## config.mk

```make
export PLATFORM = sky130hd
export DESIGN_NAME = imem_dmem_arbiter
export DESIGN_NICKNAME = d
export VERILOG_FILES = /design/src/rtl/core_pkg.sv /design/src/rtl/sat_counter.sv /design/src/rtl/imem_dmem_arbiter.sv
export SDC_FILE = /design/constraint.sdc
export NUM_CORES = 1
export LEC_CHECK = 0
export BUFFER_PORTS_ARGS = -buffer_cell sky130_fd_sc_hd__buf_2
export CORE_AREA = 2 2 51 53
export CTS_CLUSTER_DIAMETER = 80
export CTS_CLUSTER_SIZE = 28
export DETAILED_ROUTE_END_ITERATION = 12
export DIE_AREA = 0 0 53 55
export GPL_TIMING_DRIVEN = 0
export PLACE_DENSITY = 0.84
export SYNTH_ARGS = -nofsm -noshare
export SYNTH_HDL_FRONTEND = slang
export SYNTH_SLANG_ARGS = --single-unit
```

## constraint.sdc

```tcl
create_clock -name clk -period 3.2 [get_ports clk]
set_clock_uncertainty 0.05 [all_clocks]
set_input_delay 0.32 -clock clk [delete_from_list [all_inputs] [get_ports clk]]
set_output_delay 0.32 -clock clk [all_outputs]
set_load 0.01 [all_outputs]
```

## src/rtl/core_pkg.sv

```systemverilog
// Shared definitions for the 8-bit core: bus widths and the owner encoding
// used to steer synchronous read data back to the requester that was granted.
package core_pkg;

    localparam int CORE_AW = 8;
    localparam int CORE_DW = 8;

    typedef enum logic [1:0] {
        OWN_NONE = 2'd0,
        OWN_IF   = 2'd1,
        OWN_D    = 2'd2
    } owner_t;

endpackage

```

## src/rtl/sat_counter.sv

```systemverilog
// Saturating up-counter with synchronous clear and asynchronous active-high
// reset. MAX_VAL sets the ceiling so the same block serves both the fetch
// starvation streak and the fetch-stall statistic.
module sat_counter #(
    parameter int              WIDTH   = 8,
    parameter logic [WIDTH-1:0] MAX_VAL = '1
) (
    input  logic             clk,
    input  logic             rst,
    input  logic             inc,
    input  logic             clear,
    output logic [WIDTH-1:0] count
);

    logic [WIDTH-1:0] r_count;

    // Clear wins over increment; once at the ceiling the value holds.
    always_ff @(posedge clk or posedge rst) begin
        if (rst) begin
            r_count <= '0;
        end else if (clear) begin
            r_count <= '0;
        end else if (inc && (r_count != MAX_VAL)) begin
            r_count <= r_count + 1'b1;
        end
    end

    assign count = r_count;

endmodule

```

## src/rtl/imem_dmem_arbiter.sv

```systemverilog
// Arbiter for the single-port memory shared by instruction fetch and the
// load/store unit. Data accesses normally win; after MAX_STREAK consecutive
// data wins against a waiting fetch the fetch is forced through. Read data
// returns one cycle after the grant and is steered by the owner register.
module imem_dmem_arbiter
    import core_pkg::*;
#(
    parameter int AW         = CORE_AW,
    parameter int DW         = CORE_DW,
    parameter int MAX_STREAK = 3,
    parameter int CW         = 8
) (
    input  logic          clk,
    input  logic          rst,

    input  logic          if_req,
    input  logic [AW-1:0] if_addr,
    input  logic          if_flush,
    output logic          if_gnt,
    output logic          if_rvalid,
    output logic [DW-1:0] if_rdata,

    input  logic          d_req,
    input  logic          d_we,
    input  logic [AW-1:0] d_addr,
    input  logic [DW-1:0] d_wdata,
    output logic          d_gnt,
    output logic          d_rvalid,
    output logic [DW-1:0] d_rdata,

    output logic [AW-1:0] mem_addr,
    output logic [DW-1:0] mem_wdata,
    output logic          mem_en,
    output logic          mem_wr,
    input  logic [DW-1:0] mem_rdata,

    output logic [CW-1:0] stall_cnt
);

    localparam int            SW         = (MAX_STREAK < 1) ? 1 : $clog2(MAX_STREAK + 1);
    localparam logic [SW-1:0] STREAK_MAX = SW'(MAX_STREAK);

    logic          w_fetchOk;
    logic          w_forceIf;
    logic          w_dGnt;
    logic          w_ifGnt;
    logic [SW-1:0] w_streak;
    owner_t        r_owner;

    // A fetch is only eligible when it is not being flushed; it is forced
    // through once data has won MAX_STREAK times in a row against it.
    assign w_fetchOk = if_req & ~if_flush;
    assign w_forceIf = w_fetchOk & (w_streak == STREAK_MAX);
    assign w_dGnt    = d_req & ~w_forceIf;
    assign w_ifGnt   = w_fetchOk & ~w_dGnt;

    assign d_gnt  = w_dGnt;
    assign if_gnt = w_ifGnt;

    // Steer the granted requester onto the memory port; idle port drives zeros.
    always_comb begin
        mem_addr  = '0;
        mem_wdata = '0;
        mem_en    = 1'b0;
        mem_wr    = 1'b0;
        if (w_dGnt) begin
            mem_addr  = d_addr;
            mem_wdata = d_wdata;
            mem_wr    = d_we;
            mem_en    = 1'b1;
        end else if (w_ifGnt) begin
            mem_addr  = if_addr;
            mem_en    = 1'b1;
        end
    end

    // Remember who issued a read this cycle so next cycle's data goes back to them.
    always_ff @(posedge clk or posedge rst) begin
        if (rst) begin
            r_owner <= OWN_NONE;
        end else if (w_ifGnt) begin
            r_owner <= OWN_IF;
        end else if (w_dGnt && !d_we) begin
            r_owner <= OWN_D;
        end else begin
            r_owner <= OWN_NONE;
        end
    end

    // A flush arriving while the fetch data returns kills that response only.
    assign if_rvalid = (r_owner == OWN_IF) & ~if_flush;
    assign d_rvalid  = (r_owner == OWN_D);
    assign if_rdata  = mem_rdata;
    assign d_rdata   = mem_rdata;

    sat_counter #(
        .WIDTH   (SW),
        .MAX_VAL (STREAK_MAX)
    ) u_streak (
        .clk   (clk),
        .rst   (rst),
        .inc   (w_dGnt & w_fetchOk),
        .clear (w_ifGnt | ~w_fetchOk),
        .count (w_streak)
    );

    sat_counter #(
        .WIDTH   (CW),
        .MAX_VAL ({CW{1'b1}})
    ) u_stall (
        .clk   (clk),
        .rst   (rst),
        .inc   (if_req & ~w_ifGnt),
        .clear (1'b0),
        .count (stall_cnt)
    );

endmodule

```

==> results by group <==
Worst setup path
  – Critical path class: reg2out
  – Critical Path Source: u_streak.count[0]$_DFFE_PP0P_
  – Crit path required time: 2830 ps
  – Worst setup SP type: flip-flop
  – CP bufs+invs: 3
  – Critical-path cell list: ha_1 > a21boi_2 > buf_4 > buf_6 > nand2_1 > o21ai_0 > buf_2
  – Worst Setup End Kind: primary output
  – Slowest cell delay on critical path: 390 ps
  – Critical path peak fanout: 10
  – Worst R2R Start: u_streak.count[0]$_DFFE_PP0P_
  – Slowest CP cell: dfrtp_1
  – Crit path max-delay family: buffers and inverters
  – CP Data Arrival Time: 1640 ps

Synthesis
  – Top-area cell type share of the netlist area: 32.7%
  – Avg Synthesized Cell Area: 8.76 um^2
  – Sequential share of the synthesized area: 32.7%
  – Largest area contributor in the netlist: dfrtp_1
  – Net count after synthesis: 145
  – Main flop type after synthesis: dfrtp_1
  – Synth Register Bits: 12
  – Syn Inst Count: 105
  – EDFF count, synth: 0
  – Synthesized cell area: 920 um^2
  – Asr flop ratio synth: 100%
  – Count of different cell masters after synthesis: 31
  – Synth area leaders: dfrtp_1 (33%), buf_4 (14%), nand2_1 (7.8%)
  – YS warnings: 0

Power and ir drop
  – Peak supply drop: 0.266 mV
  – Pwr Total: 0.662 mW
  – LEAKAGE: 0.779 nW
  – Pwr per Cell Area: 484 mW/mm^2

STA
  – Final Hold Vio Count: 12
  – Relative slew slack: 70.3%
  – Min Hold Slack: -11.5 ps
  – Peak Freq: 498 MHz
  – Final setup fails: 0
  – Final Critical Period: 2010 ps
  – Fin. max-slew vios: 0
  – Tcrit/Tclk final: 62.8%
  – Setup TNS: 0 ps
  – RSZ-0062 raised after global routing: false
  – Worst-Margin Slew: 446 ps

Floorplan
  – Die Width: 53 um
  – Die height: 55 um
  – Ports: 84
  – Site Rows: 18
  – Initial core utilization: 38.9%
  – Area of the die: 0.00292 mm^2
  – Core area: 0.00236 mm^2

Global route
  – Tot GR Track Use: 15.9%
  – First-pass GRT wire length: 3370 um
  – Largest net degree at the start of global routing: 13
  – Total gr overflow: 0
  – Initial antenna violation count: 0
  – Number of global-route vias before repair: 850

Layout
  – Cell area after layout: 0.00137 mm^2
  – Share of cells above drive strength 1: 59.2%
  – Total area of sequential cells: 300 um^2
  – Final nets: 225
  – Area Overhead vs Synth: 48.8%
  – Area of the multi-input gates: 467 um^2
  – Leading cell types in the layout, fill and taps excluded: buf_2 (77), nand2_1 (19), buf_4 (17)
  – Fill count: 236
  – Most common cell after layout, fill and taps aside: buf_2
  – Antenna Cells: 0
  – Final Instance Count excl. Fillers: 214

Clocking
  – Post-CTS Hold Buffers: 0
  – Root Buffer: clkbuf_4
  – Cts repair resizes: 0
  – CTS H-tree lvls: 1
  – CTS Buf Count: 3
  – CTS tree: built
  – CTS clk-pin slew, worst paths: 70 ps
  – Setup Fix Bufs, Post-CTS: 0
  – Clock Tree Buf Depth: 2
  – TritonCTS Sinks: 12
  – Skew-Pair Late Insertion Delay: 270 ps

Flow run
  – Max-cap violations: 0

Routing
  – Via count: 963
  – Remaining antenna violation count: 0
  – Detailed Route WL: 2240 um
  – DRC: 0
  – Drt wl/cell: 10.4 um
  – Via density: 4.50
  – Pre-antenna DRT Iters: 4
  – DRT iter0 DRCs: 7

Place
  – Cell Area, Placed: 0.00133 mm^2
  – Detail Placement HPWL: 1900 um
  – Dpl cells: 210
  – Gpl congestion: 0.803
  – IO buf count: 75

Run status
  – Outcome: finished with violations
  – Violated checks: hold timing

Hold path
  – HP Class: in2async
synthesized netlist by cell type, drive strengths merged (2+ instances only):
cell,number
buf,20
nand2,19
dfrtp,12
and2,9
o21ai,9
nor2b,5
xor2,5
nand3,4
nor3,4
nor2,3
ha,2
mux2,2
nor3b,2
or2,2
area by class of cell:
type / instances / area share, %
well taps: 30 / 2.74
multi-input cells: 72 / 34.1
repair buffers: 75 / 27.4
flip-flops and latches: 12 / 21.9
inverters: 1 / 0.274
clock buffers: 4 / 2.65
plain buffers: 20 / 10.9
worst paths after layout:
| check | end | slack, ps | cells past startpoint |
|---|---|---|---|
| setup / recovery | mem_addr[3] | 1190 | 7 |
| hold / removal | u_stall.count[7]$_DFFE_PP0P_ | -10 | 2 |
| setup reg to reg | u_stall.count[7]$_DFFE_PP0P_ | 1570 | 5 |
| hold reg to reg | u_streak.count[0]$_DFFE_PP0P_ | 390 | 1 |
| max in group asynchronous | u_stall.count[3]$_DFFE_PP0P_ | 2810 | 2 |
| min in group clk | r_owner[1]$_DFF_PP0_ | 170 | 2 |
cell families after synthesis:
kind of cell | count (synthesis) | share of synthesized area [%]
AND/OR/NAND/NOR | 51 | 31.4
buffers and inverters | 21 | 16.6
AO/OA/AOI/OAI | 12 | 8.98
flip-flops | 12 | 32.7
XOR/XNOR | 5 | 4.76
multiplexers | 2 | 2.86
adder cells (fa/ha/maj) | 2 | 2.72
worst reg2reg max path, cell delays in order, from the launching register on:
cell	delay, ps
dfrtp_1	390
ha_1	250
nor2b_4	150
o21ai_4	100
nor3_1	240
mux2_1	340
power breakdown:
| part | total [mW] | switching (mW) | internal, mW |
|---|---|---|---|
| logic | 0.277 | 0.133 | 0.143 |
| clock network | 0.119 | 0.0494 | 0.0691 |
| registers | 0.267 | 0.0637 | 0.203 |
flip-flops by register name (all words and copies together), names as in the netlist:
| register | cells |
|---|---|
| u_stall.count | 8 |
| r_owner | 2 |
| u_streak.count | 2 |
metrics by stage:
step                worst slack (ps)  utilization (%)
global route                    1040             57.9
CTS                             1180             57.9
global placement                1500             56.3
floorplan                       1650                -
detailed placement              1490             56.3
finish                          1190             57.9
metal layers:
metal | GRT usage [%] | routed length [um]
met1 | 17.3 | 844
met2 | 29.6 | 1160
met3 | 4.84 | 207
met4 | 5.13 | 22
met5 | 0 | 0
(Power assumes the default switching activity.)
